<file path="src/rtl/aes_key_schedule_engine.sv">
// -----------------------------------------------------------------------------
// aes_key_schedule_engine
//   Sequential AES-128/192/256 key expansion. One cipher key is accepted over a
//   valid/ready handshake. The schedule is generated one 32-bit word per cycle
//   through a single SubWord datapath (4 S-boxes), and each 128-bit round key is
//   streamed in order over a second valid/ready handshake.
//
// Parameters
//   KEY_SIZES_MASK  supported key sizes: bit0=128, bit1=192, bit2=256
//   INDEX_WIDTH     width of Round_key_index (>= 4)
//
// Ports
//   Clk, Rst          clock; synchronous active-high reset
//   Key_size          0=AES-128, 1=AES-192, 2=AES-256, 3=reserved
//   Input_key         cipher key, word j = bits [32j+31:32j]
//   Key_valid/ready   key handshake; ready only while IDLE
//   Abort             drop the current schedule, back to IDLE next cycle
//   Round_key*        round key, its index 0..Nr, last flag, valid/ready
//   Busy              high while generating or draining
//   Error             one-cycle pulse when an offered key is rejected
//
// Build option
//   AES_KEY_SCHEDULE_ZEROIZE_EN  clear word window, staging buffer and
//                                Round_key whenever the engine returns to IDLE
// -----------------------------------------------------------------------------
module aes_key_schedule_engine #(
  parameter logic [2:0]  KEY_SIZES_MASK = 3'b111,
  parameter int unsigned INDEX_WIDTH    = 4
) (
  input  logic                   Clk,
  input  logic                   Rst,
  input  logic [1:0]             Key_size,
  input  logic [255:0]           Input_key,
  input  logic                   Key_valid,
  output logic                   Key_ready,
  input  logic                   Abort,
  output logic [127:0]           Round_key,
  output logic [INDEX_WIDTH-1:0] Round_key_index,
  output logic                   Round_key_last,
  output logic                   Round_key_valid,
  input  logic                   Round_key_ready,
  output logic                   Busy,
  output logic                   Error
);

`ifdef AES_KEY_SCHEDULE_ZEROIZE_EN
  localparam bit ZEROIZE = 1'b1;
`else
  localparam bit ZEROIZE = 1'b0;
`endif

  typedef enum logic [1:0] {IDLE, GEN, DRAIN} state_t;

  // GF(2^8) multiply modulo x^8+x^4+x^3+x+1.
  function automatic logic [7:0] gf_mul(input logic [7:0] a, input logic [7:0] b);
    logic [7:0] p, aa;
    p  = 8'h00;
    aa = a;
    for (int k = 0; k < 8; k++) begin
      if (b[k]) p = p ^ aa;
      aa = {aa[6:0], 1'b0} ^ (aa[7] ? 8'h1b : 8'h00);
    end
    return p;
  endfunction

  // S-box as inverse (x^254, which maps 0 to 0) followed by the affine map.
  function automatic logic [7:0] sbox(input logic [7:0] x);
    logic [7:0] r, sq;
    r  = 8'h01;
    sq = x;
    for (int k = 1; k < 8; k++) begin
      sq = gf_mul(sq, sq);
      r  = gf_mul(r, sq);
    end
    return r ^ {r[6:0], r[7]} ^ {r[5:0], r[7:6]} ^ {r[4:0], r[7:5]}
             ^ {r[3:0], r[7:4]} ^ 8'h63;
  endfunction

  function automatic logic [31:0] sub_word(input logic [31:0] w);
    return {sbox(w[31:24]), sbox(w[23:16]), sbox(w[15:8]), sbox(w[7:0])};
  endfunction

  state_t                 state_q;
  logic [3:0]             nk_q, nr_q;
  // Last eight schedule words: w[i-1] in slot 7, w[i-Nk] in slot 8-Nk.
  logic [31:0]            win_q [8];
  logic [31:0]            buf_q [4];
  logic [2:0]             cnt_q;
  logic [5:0]             widx_q;
  logic [2:0]             mod_q;
  logic [7:0]             rcon_q;
  logic [127:0]           round_key_q;
  logic [INDEX_WIDTH-1:0] rk_idx_q, next_idx_q;
  logic                   rk_last_q, rk_valid_q, error_q;

  // Key-load decode.
  logic        key_bad;
  logic [3:0]  nk_new, nr_new;
  logic [31:0] load_win [8];

  // NOTE: every always_comb output gets a default first so no path leaves it
  // unassigned; an unassigned path would infer a latch.
  always_comb begin
    key_bad  = 1'b1;
    nk_new   = 4'd4;
    nr_new   = 4'd10;
    load_win = '{default: '0};
    case (Key_size)
      2'd0: begin
        key_bad = !KEY_SIZES_MASK[0];
        for (int j = 0; j < 4; j++) load_win[j+4] = Input_key[32*j +: 32];
      end
      2'd1: begin
        key_bad = !KEY_SIZES_MASK[1];
        nk_new  = 4'd6;
        nr_new  = 4'd12;
        for (int j = 0; j < 6; j++) load_win[j+2] = Input_key[32*j +: 32];
      end
      2'd2: begin
        key_bad = !KEY_SIZES_MASK[2];
        nk_new  = 4'd8;
        nr_new  = 4'd14;
        for (int j = 0; j < 8; j++) load_win[j] = Input_key[32*j +: 32];
      end
      default: key_bad = 1'b1;
    endcase
  end

  // Word generation and output-move decode.
  logic         out_free, buf_full, move_held, gen_en, past_key, key_done, move;
  logic         last_word, drain_done;
  logic [31:0]  prev_word, old_word, temp, word_d;
  logic [1:0]   slot;
  logic [127:0] move_data;
  logic [7:0]   rcon_next;

  always_comb begin
    out_free  = !rk_valid_q || Round_key_ready;
    buf_full  = (cnt_q == 3'd4);
    move_held = buf_full && out_free;
    gen_en    = (state_q == GEN) && (!buf_full || out_free);
    past_key  = (widx_q >= {2'b00, nk_q});
    prev_word = win_q[7];
    case (nk_q)
      4'd4:    old_word = win_q[4];
      4'd6:    old_word = win_q[2];
      default: old_word = win_q[0];
    endcase
    // While i<Nk the window slot for w[i-Nk] holds key word i, so XOR with 0.
    temp = '0;
    if (past_key) begin
      if (mod_q == 3'd0)
        temp = sub_word({prev_word[7:0], prev_word[31:8]}) ^ {24'h0, rcon_q};
      else if (nk_q == 4'd8 && mod_q == 3'd4)
        temp = sub_word(prev_word);
      else
        temp = prev_word;
    end
    word_d    = old_word ^ temp;
    // A held full buffer leaves this cycle, so the new word starts slot 0.
    slot      = buf_full ? 2'd0 : cnt_q[1:0];
    // The fourth word of a key bypasses the buffer when the output is free,
    // giving a round key every 4 cycles with no extra pipeline stage.
    key_done  = gen_en && (slot == 2'd3);
    move      = move_held || (key_done && out_free);
    move_data = move_held ? {buf_q[3], buf_q[2], buf_q[1], buf_q[0]}
                          : {word_d, buf_q[2], buf_q[1], buf_q[0]};
    last_word = (widx_q == {nr_q, 2'b11});
    rcon_next = {rcon_q[6:0], 1'b0} ^ (rcon_q[7] ? 8'h1b : 8'h00);
    drain_done = (state_q == DRAIN) && (cnt_q == 3'd0) && rk_valid_q
                 && rk_last_q && Round_key_ready;
  end

  // NOTE: sequential state uses non-blocking assignments only, so every
  // register samples pre-edge values and later assignments in this block
  // cleanly override earlier ones within the same cycle.
  always_ff @(posedge Clk) begin
    if (Rst) begin
      state_q     <= IDLE;
      nk_q        <= 4'd4;
      nr_q        <= 4'd10;
      // NOTE: the window and staging buffer are explicitly cleared on reset so
      // no key material survives a reset, even though the datapath would not
      // otherwise need initial contents.
      win_q       <= '{default: '0};
      buf_q       <= '{default: '0};
      cnt_q       <= '0;
      widx_q      <= '0;
      mod_q       <= '0;
      rcon_q      <= '0;
      round_key_q <= '0;
      rk_idx_q    <= '0;
      next_idx_q  <= '0;
      rk_last_q   <= 1'b0;
      rk_valid_q  <= 1'b0;
      error_q     <= 1'b0;
    end else if (Abort) begin
      state_q    <= IDLE;
      rk_valid_q <= 1'b0;
      cnt_q      <= '0;
      error_q    <= 1'b0;
      if (ZEROIZE) begin
        win_q       <= '{default: '0};
        buf_q       <= '{default: '0};
        round_key_q <= '0;
      end
    end else begin
      error_q <= 1'b0;

      if (rk_valid_q && Round_key_ready) rk_valid_q <= 1'b0;
      if (move) begin
        round_key_q <= move_data;
        rk_idx_q    <= next_idx_q;
        rk_last_q   <= (next_idx_q == INDEX_WIDTH'(nr_q));
        rk_valid_q  <= 1'b1;
        next_idx_q  <= next_idx_q + 1'b1;
      end

      if (move_held) begin
        cnt_q <= gen_en ? 3'd1 : 3'd0;
        if (gen_en) buf_q[0] <= word_d;
      end else if (gen_en) begin
        buf_q[slot] <= word_d;
        if (slot == 2'd3) cnt_q <= out_free ? 3'd0 : 3'd4;
        else              cnt_q <= cnt_q + 3'd1;
      end

      if (gen_en) begin
        for (int j = 0; j < 7; j++) win_q[j] <= win_q[j+1];
        win_q[7] <= word_d;
        widx_q   <= widx_q + 6'd1;
        mod_q    <= (4'(mod_q) + 4'd1 == nk_q) ? 3'd0 : mod_q + 3'd1;
        if (past_key && mod_q == 3'd0) rcon_q <= rcon_next;
        if (last_word) state_q <= DRAIN;
      end

      case (state_q)
        IDLE: begin
          if (Key_valid) begin
            if (key_bad) begin
              error_q <= 1'b1;
            end else begin
              state_q    <= GEN;
              nk_q       <= nk_new;
              nr_q       <= nr_new;
              win_q      <= load_win;
              cnt_q      <= '0;
              widx_q     <= '0;
              mod_q      <= '0;
              rcon_q     <= 8'h01;
              next_idx_q <= '0;
            end
          end
        end
        DRAIN: begin
          if (drain_done) begin
            state_q <= IDLE;
            if (ZEROIZE) begin
              win_q       <= '{default: '0};
              buf_q       <= '{default: '0};
              round_key_q <= '0;
            end
          end
        end
        default: ;
      endcase
    end
  end

  assign Key_ready       = (state_q == IDLE);
  assign Busy            = (state_q != IDLE);
  assign Error           = error_q;
  assign Round_key       = round_key_q;
  assign Round_key_index = rk_idx_q;
  assign Round_key_last  = rk_last_q;
  assign Round_key_valid = rk_valid_q;

endmodule

</file>
<file path="config.mk">
export PLATFORM = sky130hd
export DESIGN_NAME = aes_key_schedule_engine
export DESIGN_NICKNAME = d
export VERILOG_FILES = /design/src/rtl/aes_key_schedule_engine.sv
export SDC_FILE = /design/constraint.sdc
export NUM_CORES = 2
export LEC_CHECK = 0
export ABC_CLOCK_PERIOD_IN_PS = 15350
export BUFFER_PORTS_ARGS = -buffer_cell sky130_fd_sc_hd__buf_2
export CAP_MARGIN = 10
export CORE_UTILIZATION = 30
export CTS_BUF_LIST = sky130_fd_sc_hd__clkbuf_8 sky130_fd_sc_hd__clkbuf_16
export CTS_CLUSTER_DIAMETER = 120
export DETAILED_ROUTE_END_ITERATION = 8
export HOLD_SLACK_MARGIN = 0.1
export PLACE_DENSITY = 0.51
export SLEW_MARGIN = 20
export SYNTH_ARGS = -nofsm -noshare
export SYNTH_HDL_FRONTEND = slang
export SYNTH_SLANG_ARGS = --single-unit
</file>
<file path="constraint.sdc">
create_clock -name Clk -period 15.35 [get_ports Clk]
set_input_delay 0 -clock Clk [delete_from_list [all_inputs] [get_ports Clk]]
set_output_delay 0 -clock Clk [all_outputs]
set_load 0.01 [all_outputs]
</file>
# == Word-level counts from Yosys, hierarchy flattened ==
# Index checks and enable logic that the tools add are counted.
# W data, S select, Z words.
# classes
bitwise,1532
n_div,0
addsub,5
n_mux,3889
n_reduce_logical,30
magnitude_cmp,3
n_shift,0
mul,0
n_eq_ne,13
# op_table
operator,n
$mux W8,3081
$xor A8 B8 Y8,760
$xor A8 B5 Y8,701
$mux W5,709
$mux W256,4
$pmux W128 S3,1
$mux W128,2
$mux W32,6
$bwmux W128,1
$pmux W64 S2,1
$mux W6,12
$demux W32 S2,1
$mux W64,1
$pmux W32 S2,1
$mux W3,20
$not A1 Y1,60
$mux W7,8
$mux W4,12
$not A4 Y4,8
$xor A32 B32 Y32,1
$xor A32 B8 Y32,1
$mux W2,14
$logic_and A1 B1 Y1,12
$mux W1,12
other kinds (29),43
# totals
elab_cells,5497
latch_bits,0
output_inout_bits,137
ram_bits,0
n_memories,0
ff_bits,553
input_bits,263
rom_bits,0

# == Logic depth before layout (Yosys ltp) ==
# logic_depth
word_depth,326
depth_mapped,75
ltp_nobuf,62

# == Worst setup path after synthesis ==
# OpenSTA, ideal clock, no wires.
# synth_path
path_type,register -> register
start,"reg win_q, in the netlist prev_word[0]"
end,"reg round_key_q[121], in the netlist Round_key[121]"
t_required_ps,15218
t_arrival_ps,16289
setup_ps,132
stages_incl_launch_ff,69
n_path_buf,12
setup_slack_ps,-1071
synth_period_minus_slack_ps,16421
path_cell_list,dfxtp_1 -> ha_1 -> and2_1 -> xor2_1 -> inv_2 -> clkbuf_1 -> clkbuf_1 -> ha_1 -> clkbuf_1 -> inv_1 -> xnor3_1 -> a21o_1 -> a21oi_1 -> o21ai_0 -> nand2b_1 -> clkbuf_1 -> inv_2 -> ha_1 -> (+33 left out) -> mux2i_1 -> xnor2_1 -> nand2_1 -> xor2_2 -> xnor3_1 -> xnor2_1 -> nor2_1 -> xnor3_1 -> xor2_1 -> xor3_1 -> xor3_1 -> xnor2_1 -> mux2i_1 -> or3_1 -> clkbuf_1 -> mux2_2 -> nand2_1 -> a21oi_1
# synth_via
elab_chain_len,258
# synth_lines
item,line,text
start: declaration,86,logic [31:0] win_q [8];
start signal: assignment,246,win_q <= load_win;
$mux W8,60,if (b[k]) p = p ^ aa;
$mux W8,152,if (mod_q == 3'd0)
$mux W8,151,if (past_key) begin
$xor A8 B8 Y8,60,
$mux W8,60,
$mux W8,152,
$mux W8,151,
$xor A8 B8 Y8,60,
(+240 left out),-,
$xor A8 B8 Y8 (3 in a row),75,"return r ^ {r[6:0], r[7]} ^ {r[5:0], r[7:6]} ^ {r[4:0], r[7:5]}"
$xor A8 B8 Y8 (*),76,"^ {r[3:0], r[7:4]} ^ 8'h63;"
$not A4 Y4 (no line) (*),-,
$xor A32 B8 Y32 (*),153,"temp = sub_word({prev_word[7:0], prev_word[31:8]}) ^ {24'h0, rcon_q};"
$mux W32 (*),152,
$mux W32 (*),151,
$xor A32 B32 Y32 (*),159,word_d = old_word ^ temp;
$mux W128 (*),166,"move_data = move_held ? {buf_q[3], buf_q[2], buf_q[1], buf_q[0]}"
end signal: assignment,212,round_key_q <= move_data;
end: declaration,92,logic [127:0] round_key_q;
# Every way passes the cells marked *; elsewhere a longest branch is shown, timed or not. The select of a mux whose other input is x is not followed.
# A chain may end at the register's enable or synchronous reset.

# == Final worst setup path ==
# layout_path
start,"reg win_q, in the netlist prev_word[31]"
end,"reg round_key_q[122], in the netlist Round_key[122]"
# layout_via
elab_chain_len,319
# layout_lines
item,line,text
$mux W5 or $mux W8 (tied branches),"61, 60",
$xor A8 B5 Y8 or $mux W8 (tied branches),"61, 154",
$xor A8 B8 Y8 or $mux W8 (tied branches),"60, 152",
$mux W8 (on tied branches),"60, 151",
$mux W8 or $xor A8 B8 Y8 (tied branches),"154, 60",
$mux W8 (on tied branches),"152, 60",
$mux W8 (on tied branches),"151, 154",
$xor A8 B8 Y8 or $mux W8 (tied branches),"60, 152",
(+301 left out),-,
$mux W8 (*),151,
$xor A8 B8 Y8 (3 in a row),75,
$xor A8 B8 Y8 (*),76,
$mux W32 (*),154,else if (nk_q == 4'd8 && mod_q == 3'd4)
$mux W32 (*),152,
$mux W32 (*),151,
$xor A32 B32 Y32 (*),159,
$mux W128 (*),166,
# Marked as above.

==> flow_metrics.py <==
metrics = {
    "drt": {
        "drt_iter0_drc": 9539,
        "vias": 91990,
        "wirelength_um": 347500,
        "drt-vias-per-instance": 5.320,
        "firstDrtPassIters": 9,
        "wl_per_cell_um": 20.10,
        "post-route-drc-count": 94,
        "drtAntennaViolNets": 0,
    },
    "global_routing": {
        "grt_max_degree": 212,
        "grt-ovfl-total": 0,
        "antenna_found_initial": 12,
        "grt_pass1_vias": 84320,
        "grt_pass1_wl_um": 526100,
        "grt_use_total_pct": 22.39,
    },
    "clock_network": {
        "cts_tree": "built",
        "cts_root_buf": "clkbuf_16",
        "clockBufferDepth": 3,
        "numClockSinks": 550,
        "htreeDepth": 2,
        "path_clk_slew_ps": 70,
        "numCtsBuffers": 53,
        "clock_latency_ps": 700,
    },
    "layout": {
        "layout.nets": 13770,
        "num-fill-cells": 29800,
        "layout-drive-gt1-share_pct": 24.29,
        "final_common_cell": "buf_4",
        "area_growth_syn_to_layout_pct": 30.69,
        "final_cell_mix": "buf_4, nand2_1, nor2_1",
    },
    "status": {
        "violations": "DRC",
        "status": "finished with violations",
    },
    "die": {
        "start_util_pct": 30.19,
        "rows": 197,
        "die-area_mm2": 0.2924,
        "coreArea_mm2": 0.2884,
        "die_y_um": 540.7,
        "pin_count": 400,
        "fp.dieW_um": 540.7,
    },
    "setup_path": {
        "cp_slowest_cell": "xor3_2",
        "crit_family": "XOR/XNOR gates",
        "path_max_fanout": 15,
        "path_buf_inv": 9,
        "crit_type": "register to register",
        "startpoint_type": "register",
        "crit_arrival_ps": 15410,
        "cpPeakStageDelay_ps": 540,
        "cp-end-kind": "register",
        "crit_top_cell": "buf_4",
        "cp.required_ps": 15900,
    },
    "timing": {
        "tightestPinTransition_ps": 1160,
        "slew_viol_final": 0,
        "setup_viol": 0,
        "rsz0062_at_grt": "yes",
        "slew_headroom_pct": 22.66,
        "finalCriticalPeriod_ps": 14870,
        "max_clock_freq_ghz": 0.06726,
        "fin_crit_sh_pct": 96.86,
        "tns_ps": 0,
        "skew_ps": 80.85,
        "hold_viol": 0,
    },
    "synthesis": {
        "synth_enable_flop_cells": 0,
        "synth.distinct_cells": 126,
        "synth.avg_cell_area_um2": 7.354,
        "syn_inst": 11840,
        "ys_seq_area_share_pct": 12.65,
        "syn_area_mm2": 0.08707,
        "yosys_most_used_dff": "dfxtp_1",
        "async_reset_ff_share_pct": 0,
        "yosysWarningCount": 0,
        "ys_ff_latch": 550,
        "syn_nets": 12150,
    },
    "place": {
        "gp_congestion": 0.9207,
        "place.port_buffers": 399,
        "dpl.hpwl_um": 255100,
    },
    "run": {
        "cap_viol_max_count": 0,
    },
    "hold_path": {
        "hold_path.class": "primary input to register",
    },
}
## path summary, 6_finish.rpt
kind / from / end / slack [ps] / cells after the start
max: prev_word[31]$_SDFFE_PP0N_ / Round_key[122]$_SDFFE_PP0P_ / 480 / 61
min: Input_key[49] / win_q[209]$_SDFFE_PP0N_ / 160 / 4
max reg2reg: prev_word[31]$_SDFFE_PP0N_ / Round_key[122]$_SDFFE_PP0P_ / 480 / 61
min reg2reg: buf_q[77]$_SDFFE_PP0P_ / Round_key[45]$_SDFFE_PP0P_ / 430 / 2
## flip-flops by register name (all words and copies together) (netlist names)
register,count
Error,1
Round_key,128
Round_key_index,4
Round_key_last,1
Round_key_valid,1
buf_q,128
cnt_q,3
mod_q,3
next_idx_q,4
nk_q,3
nr_q,2
prev_word,32
rcon_q,8
state_q,2
widx_q,6
win_q,224
## worst register-to-register path, delay by kind of cell (launching register included)
family | cells | cell delay, ps
AOI/OAI and AO/OA | 12 | 2620
xor gates and xnor gates | 25 | 6710
adders and majority gates | 2 | 590
buffers and inverters | 9 | 1310
DFF | 1 | 330
muxes | 6 | 1840
and+or+nand+nor | 7 | 1300
## cell type report
class                   count  area (um2)  area share [%]
diodes                      6       15.01         0.01319
clock buffers              65        1491           1.311
clock inverters            33       330.3          0.2903
inverters                 108       405.4          0.3563
multi-input cells       10260       76410           67.15
flip-flops and latches    550       11030           9.689
well taps                3781        4731           4.157
repair buffers           2494       19380           17.03
## per-stage QoR
step	utilization, %	hold WS, ps	instances	setup WS (ps)	area, um2
CTS	37.80	100.2	17140	2.977	109000
global placement	35.88	289.3	16710	-481.0	103500
global route	39.46	130.1	17290	-150.3	113800
floorplan	-	149.0	11840	2.251	87550
detailed placement	35.88	294.0	16710	-436.7	103500
finish	39.46	156.5	17290	481.5	113800
## cells by family after synthesis
family	after synthesis	synth area share (%)
AND/OR/NAND/NOR	4161	20.44
AO/OA/AOI/OAI	3075	22.94
XOR/XNOR	2621	34.01
buffers and inverters	1035	5.122
flip-flops	550	12.65
multiplexers	354	4.216
adder cells (fa/ha/maj)	44	0.6294
## Yosys cell counts (all sizes together), types with 34 or more instances
library cell | n | area [um2]
a21oi | 1000 | 5024
xor2 | 535 | 4967
a211oi | 96 | 740.7
o21ai | 643 | 3226
a32oi | 38 | 332.8
nor4 | 34 | 219.0
nor2b | 43 | 271.5
or2 | 35 | 219.0
o31ai | 40 | 300.3
buf | 266 | 1545
xor3 | 46 | 1099
nand3b | 55 | 412.9
xnor3 | 349 | 7878
a22o | 83 | 727.0
a21o | 158 | 1186
nand4 | 46 | 287.8
a311oi | 43 | 382.9
nand2b | 68 | 425.4
or3 | 83 | 519.3
nor2 | 1564 | 5883
inv | 99 | 371.6
dfxtp | 550 | 11010
a22oi | 45 | 356.6
mux2i | 282 | 2826
a31oi | 85 | 538.0
o22ai | 173 | 1089
nor3 | 249 | 1261
clkbuf | 658 | 2481
and2 | 56 | 354.1
o211ai | 78 | 600.6
o21a | 45 | 337.8
nand2 | 1595 | 5990
and3 | 41 | 261.5
ha | 43 | 538.0
mux2 | 69 | 777.0
xnor2 | 1691 | 15670
nand3 | 222 | 1111
a221oi | 90 | 807.0
a222oi | 132 | 1321
## layer usage
metal,part of all wire [%],track usage [%],up-vias
li1,-,-,44730
met1,47,32.55,43740
met2,44,34.91,3119
met3,6.0,1.938,392
met4,3.1,6.393,8
met5,0.025,0,-
## what timing repair did
action / 4_1_cts / 5_1_grt
setup endpoints to repair: 150 / 192
setup buffers: 15 / 147
cloned: 0 / 2
pin swaps: 17 / 247
hold buffers: 313 / 0
endpoints found under the hold margin: 311 / 0
gates resized for setup: 87 / 649
Power is left out: the tool's default activity adds up to more than one toggle a clock period on the data nets, which glitch-free logic cannot reach.
